`config.mk`:
```
export PLATFORM = sky130hd
export DESIGN_NAME = fpga_mem_mem_if_ddr3_emif_0_dmaster_b2p
export DESIGN_NICKNAME = d
export VERILOG_FILES = /design/src/rtl/fpga_mem_mem_if_ddr3_emif_0_dmaster_b2p.sv
export SDC_FILE = /design/constraint.sdc
export NUM_CORES = 1
export LEC_CHECK = 0
export BUFFER_PORTS_ARGS = -buffer_cell sky130_fd_sc_hd__clkbuf_2
export CORE_ASPECT_RATIO = 1.4
export CORE_MARGIN = 5
export CORE_UTILIZATION = 40
export DETAILED_ROUTE_END_ITERATION = 12
export PLACE_DENSITY = 0.74
export REMOVE_ABC_BUFFERS = 1
export SLEW_MARGIN = 20
export SYNTH_ARGS = -nofsm -noshare
export SYNTH_HDL_FRONTEND = slang
export SYNTH_SLANG_ARGS = --single-unit
```
`constraint.sdc`:
```
create_clock -name clk -period 3.3 [get_ports clk]
set_clock_uncertainty 0.2 [all_clocks]
set_input_delay 0.33 -clock clk [delete_from_list [all_inputs] [get_ports clk]]
set_output_delay 0.33 -clock clk [all_outputs]
set_load 0.01 [all_outputs]
```
`src/rtl/fpga_mem_mem_if_ddr3_emif_0_dmaster_b2p.sv`:
```
// Bytes-to-packets decoder: strips SOP/EOP/channel/escape framing from a byte stream.
// Optional channel output enabled by defining DMASTER_B2P_CHANNEL_EN.
module fpga_mem_mem_if_ddr3_emif_0_dmaster_b2p (
   input  logic       clk,
   input  logic       reset,
   input  logic       in_valid,
   input  logic [7:0] in_data,
   output logic       in_ready,
   output logic       out_valid,
   output logic [7:0] out_data,
   output logic       out_startofpacket,
   output logic       out_endofpacket,
`ifdef DMASTER_B2P_CHANNEL_EN
   output logic [7:0] out_channel,
`endif
   input  logic       out_ready
);

   localparam logic [7:0] SOP_CHAR  = 8'h7A;
   localparam logic [7:0] EOP_CHAR  = 8'h7B;
   localparam logic [7:0] CHAN_CHAR = 8'h7C;
   localparam logic [7:0] ESC_CHAR  = 8'h7D;
   localparam logic [7:0] ESC_XOR   = 8'h20;

   logic       esc, chan, chan_esc, sop_p, eop_p;
   logic       esc_n, chan_n, chan_esc_n, sop_n, eop_n;
   logic       accept, emit;
   logic [7:0] emit_data;
`ifdef DMASTER_B2P_CHANNEL_EN
   logic [7:0] chan_reg, chan_val;
   logic       chan_ld;
`endif

   // Reset term keeps the upstream moving while the decoder is being flushed.
   assign in_ready = reset || !out_valid || out_ready;
   assign accept   = in_valid && in_ready;

   always_comb begin
      esc_n      = esc;
      chan_n     = chan;
      chan_esc_n = chan_esc;
      sop_n      = sop_p;
      eop_n      = eop_p;
      emit       = 1'b0;
      emit_data  = in_data;
`ifdef DMASTER_B2P_CHANNEL_EN
      chan_ld    = 1'b0;
      chan_val   = in_data;
`endif
      if (accept) begin
         if (esc) begin
            emit      = 1'b1;
            emit_data = in_data ^ ESC_XOR;
            esc_n     = 1'b0;
         end else if (chan_esc) begin
`ifdef DMASTER_B2P_CHANNEL_EN
            chan_ld  = 1'b1;
            chan_val = in_data ^ ESC_XOR;
`endif
            chan_esc_n = 1'b0;
         end else if (chan) begin
            // Channel byte is consumed even when there is no channel register.
            if (in_data == ESC_CHAR) chan_esc_n = 1'b1;
`ifdef DMASTER_B2P_CHANNEL_EN
            else chan_ld = 1'b1;
`endif
            chan_n = 1'b0;
         end else begin
            case (in_data)
               SOP_CHAR:  sop_n  = 1'b1;
               EOP_CHAR:  eop_n  = 1'b1;
               CHAN_CHAR: chan_n = 1'b1;
               ESC_CHAR:  esc_n  = 1'b1;
               default:   emit   = 1'b1;
            endcase
         end
         if (emit) begin
            sop_n = 1'b0;
            eop_n = 1'b0;
         end
      end
   end

   always_ff @(posedge clk) begin
      if (reset) begin
         esc               <= 1'b0;
         chan              <= 1'b0;
         chan_esc          <= 1'b0;
         sop_p             <= 1'b0;
         eop_p             <= 1'b0;
         out_valid         <= 1'b0;
         out_data          <= 8'h00;
         out_startofpacket <= 1'b0;
         out_endofpacket   <= 1'b0;
`ifdef DMASTER_B2P_CHANNEL_EN
         chan_reg          <= 8'h00;
         out_channel       <= 8'h00;
`endif
      end else begin
         esc      <= esc_n;
         chan     <= chan_n;
         chan_esc <= chan_esc_n;
         sop_p    <= sop_n;
         eop_p    <= eop_n;
`ifdef DMASTER_B2P_CHANNEL_EN
         if (chan_ld) chan_reg <= chan_val;
`endif
         if (emit) begin
            out_valid         <= 1'b1;
            out_data          <= emit_data;
            out_startofpacket <= sop_p;
            out_endofpacket   <= eop_p;
`ifdef DMASTER_B2P_CHANNEL_EN
            out_channel       <= chan_reg;
`endif
         end else if (out_ready) begin
            out_valid <= 1'b0;
         end
      end
   end

endmodule
```
; Yosys cells after proc, flatten, opt, wreduce, memory -nomap -nowiden
; Cells that the tools add are included.
[classes]
muxes = 28
bitwise = 3
n_reduce_logical = 12
n_eq_ne = 7
[op_table]
columns = op, n
row1 = $eq A8 B7 Y1 const B, 4
row2 = $mux W1, 26
row3 = $mux W6, 2
row4 = $reduce_and A5 Y1, 2
row5 = $ne A2 B1 Y1 const B, 3
row6 = $reduce_bool A2 Y1, 3
row7 = $reduce_or A4 Y1, 1
row8 = $not A1 Y1, 3
row9 = $reduce_and A3 Y1, 1
row10 = $logic_or A1 B1 Y1, 2
row11 = $reduce_and A2 Y1, 1
row12 = $logic_and A1 B1 Y1, 1
row13 = $logic_not A1 Y1, 1
[totals]
in_bits = 12
elab_cells = 59
register_bits = 16
output_inout_bits = 12

; Logic depth before layout (Yosys ltp)
[depth]
depth_word = 9
depth_mapped = 6

; Worst setup path after synthesis
; Ideal clock, no wire load.
[synth_path]
path_kind = input to register
start = input reset
end = register eop_p
required_ns = 2.982
setup_time_ns = 0.118
n_path_buf = 1
stages = 5
setup_slack_ns = 1.640
arrival_ns = 1.342
path_cell_list = buf_6 -> or3b_4 -> and2_2 -> a41oi_1 -> nor3_2
[synth_via]
elab_chain_cells = 4
[synth_rtl]
columns = item, line_no
row1 = "start, declared", 5  ; input logic reset,
row2 = $logic_or A1 B1 Y1 (2 in a row), 35  ; assign in_ready = reset || !out_valid || out_ready;
row3 = via in_ready, 8  ; output logic in_ready,
row4 = $logic_and A1 B1 Y1, 36  ; assign accept = in_valid && in_ready;
row5 = $reduce_and A5 Y1 (no line), --
row6 = "end signal, assigned", 104  ; eop_p <= eop_n;
row7 = "end, declared", 25  ; logic esc, chan, chan_esc, sop_p, eop_p;
; The timed path passes the listed nets, and every way through them passes these cells.
; A chain may end at the register's enable or synchronous reset.

; Worst setup path in the final report
[layout_path]
start = register out_valid
end = output in_ready
[layout_via]
elab_chain_cells = 3
[layout_rtl]
columns = item, line_no
row1 = "start, declared", 9  ; output logic out_valid,
row2 = "start signal, assigned", 91  ; out_valid <= 1'b0;
row3 = "start signal, assigned", 109  ; out_valid <= 1'b1;
row4 = "start signal, assigned", 117  ; out_valid <= 1'b0;
row5 = $logic_not A1 Y1, 35
row6 = $logic_or A1 B1 Y1 (2 in a row), 35
row7 = "end, declared", 8
; Every way passes these cells.

==> metrics.cfg <==
[yosys]
yosysSeqAreaShare=0.4051
synth_area_per_cell_um2=9.195
ys_types=30
synth_edf_count=0
async_flop_share=0
synth.most_common_cell=nand2_1
ys_top_cells_by_count=22 x nand2_1, 16 x dfxtp_1, 9 x mux2i_1
synthCells=86
ys.flop_type=dfxtp_1
synthTopCellsByArea=dfxtp_1 41%, mux2i_1 11%, nand2_1 10%, nor3_2 2.5%, inv_1 2.4%
syn_area_um2=790.8
synth_warnings=0
yosys.area.top_type=dfxtp_1
netlist.area_leader.share=0.4051
synth_seq_cells=16

[place]
gp_congestion=0.7195
port_buffers=23
hpwl_um=1196
placed_cell_area_um2=883.3
dp_slack_ns=1.494

[critical_path]
critPathArrivalTime_ns=1.21
worstPathCellList=or3b_4 > clkbuf_2
critPathRequiredTime_ns=2.77
r2r_cells=4
cp_num_buf_inv=1
cp_max_fo=5
path_depth=2
critPathMaxStageDelay_ns=0.42
cp-start-kind=register
critPathKind=reg -> out
crit_path_end_kind=output port
critPathTopFamily=simple AND/OR/NAND/NOR gates
reg2reg_slack_ns=1.60
rr_startpoint=chan
worstSetupStartpoint=out_valid
slowest_stage=or3b_4

[floorplan]
core-area_um2=1926
row_count=19
die_h_um=62.61
die_w_um=47.58
die-area_um2=2979
ios=24
initial_core_util=0.4107

[route]
wl_um=1586
drt_iter0_drc=4
wl_per_cell_um=12.20
first_pass_iters=4
ant_nets=0
drc=0
vias=670
vias_per_cell=5.154

[global_route]
grt_usage=0.1235
antenna_found_initial=0
grt_pass1_vias=623
grt_max_degree=21
grt_overflow=0
grt_pass1_wl_um=2766

[final_layout]
final_layout_size_suffix_gt1_frac=0.3303
regMostFlops=out_data
largest_reg_flops=8
antenna_cells=0
area_growth_pct=16.30
post-route-cell-area_um2=919.6
fill_cells=189
final_nets=122

[clocking]
cts_setup_buffers=0
cts_max_level=1
post_cts_resize_count=0
clk_transition_reported_paths_ns=0.09
cts_max_path_buffers=2
postCtsHoldBufs=0
cts_tree=done
cts-root-buf=clkbuf_4
clock_latency_ns=0.29
numCtsBuffers=3
cts.sinks=16

[outcome]
status=finished, final reports clean

[worst_hold_path]
holdPathStages=3
min_path_type=in -> reg
min_from=in_data[4]

[power]
powerDensity_nw_per_um2=424.6
ir_drop_mv=0.2911
leakage_nw=0.4109

[sta]
tightest_slew_ns=0.5215
drv_slew=0
period_needed_ns=1.737
hold_viol=0
slew_headroom=0.6519
rsz0062_at_grt=false
final.setup.tns_ns=0
setup_violations=0
setup_slack_ns=1.564
fmax_ghz=0.5759
min_period_over_period=0.5262

[run]
max-cap-violations=0

area by class of cell:
type / instances / area (µm²) / area share
Sequential cell: 16 / 320.3 / 0.3483
Inverter: 5 / 18.77 / 0.02041
Multi-Input combinational cell: 61 / 402.9 / 0.4381
Tap cell: 21 / 26.28 / 0.02857
Clock buffer: 4 / 36.28 / 0.03946
Timing Repair Buffer: 23 / 115.1 / 0.1252
final timing paths:
path	end
setup / recovery	in_ready
hold / removal	out_data[4]
setup reg to reg	out_data[2]
hold reg to reg	out_data[4]
logic make-up after synthesis:
group / synth area share
AO/OA/AOI/OAI: 0.1313
XOR/XNOR: 0.01108
buffers and inverters: 0.08544
flip-flops: 0.4051
multiplexers: 0.1139
AND/OR/NAND/NOR: 0.2532
metrics by stage:
| step | power [mW] | utilization | hold WS (ns) | instances |
|---|---|---|---|---|
| 6_report | 0.3905 | 0.4776 | 0.07096 | 130 |
| 5_1_grt | 0.4069 | 0.4776 | 0.08192 | 130 |
| 4_1_cts | 0.3922 | 0.4776 | 0.07289 | 130 |
| 3_5_place_dp | 0.2653 | 0.4587 | 0.2542 | 126 |
| 3_3_place_gp | 0.2642 | 0.4587 | 0.2438 | 126 |
| 2_1_floorplan | 0.2415 | - | 0.1991 | 82 |
tightest hold or removal path, stage by stage:
cell and delay, ns:
clkbuf_2 0.09, nand2_1 0.05, mux2i_1 0.05
per-layer routing:
metal / GRT usage / wire (µm) / share of wire / vias to the layer above
li1: - / - / - / 342
met1: 0.1564 / 662 / 0.42 / 301
met2: 0.1862 / 776 / 0.49 / 22
met3: 0.04035 / 115 / 0.073 / 5
met4: 0.05051 / 31 / 0.020 / 0
met5: 0 / 0 / 0 / -
cell usage in the layout, fill, tap and decap left out, types with 2 or more instances in the layout:
master / Yosys / routed
clkbuf_2: 0 / 23
nand2_1: 22 / 22
dfxtp_1: 16 / 16
mux2i_1: 9 / 9
inv_1: 5 / 5
nor2_1: 3 / 3
a21oi_1: 3 / 3
clkbuf_4: 0 / 3
nand3b_1: 2 / 2
nand3_1: 2 / 2
a41oi_1: 2 / 2
nor3_2: 2 / 2
where the power goes:
| part | internal (mW) | total, mW | leakage [nW] | switching, mW |
|---|---|---|---|---|
| clock | 0.0673 | 0.130 | 0.0210 | 0.0624 |
| combinational | 0.0243 | 0.0562 | 0.259 | 0.0319 |
| sequential | 0.201 | 0.205 | 0.131 | 0.00389 |
Power figures use the tool's default switching activity.
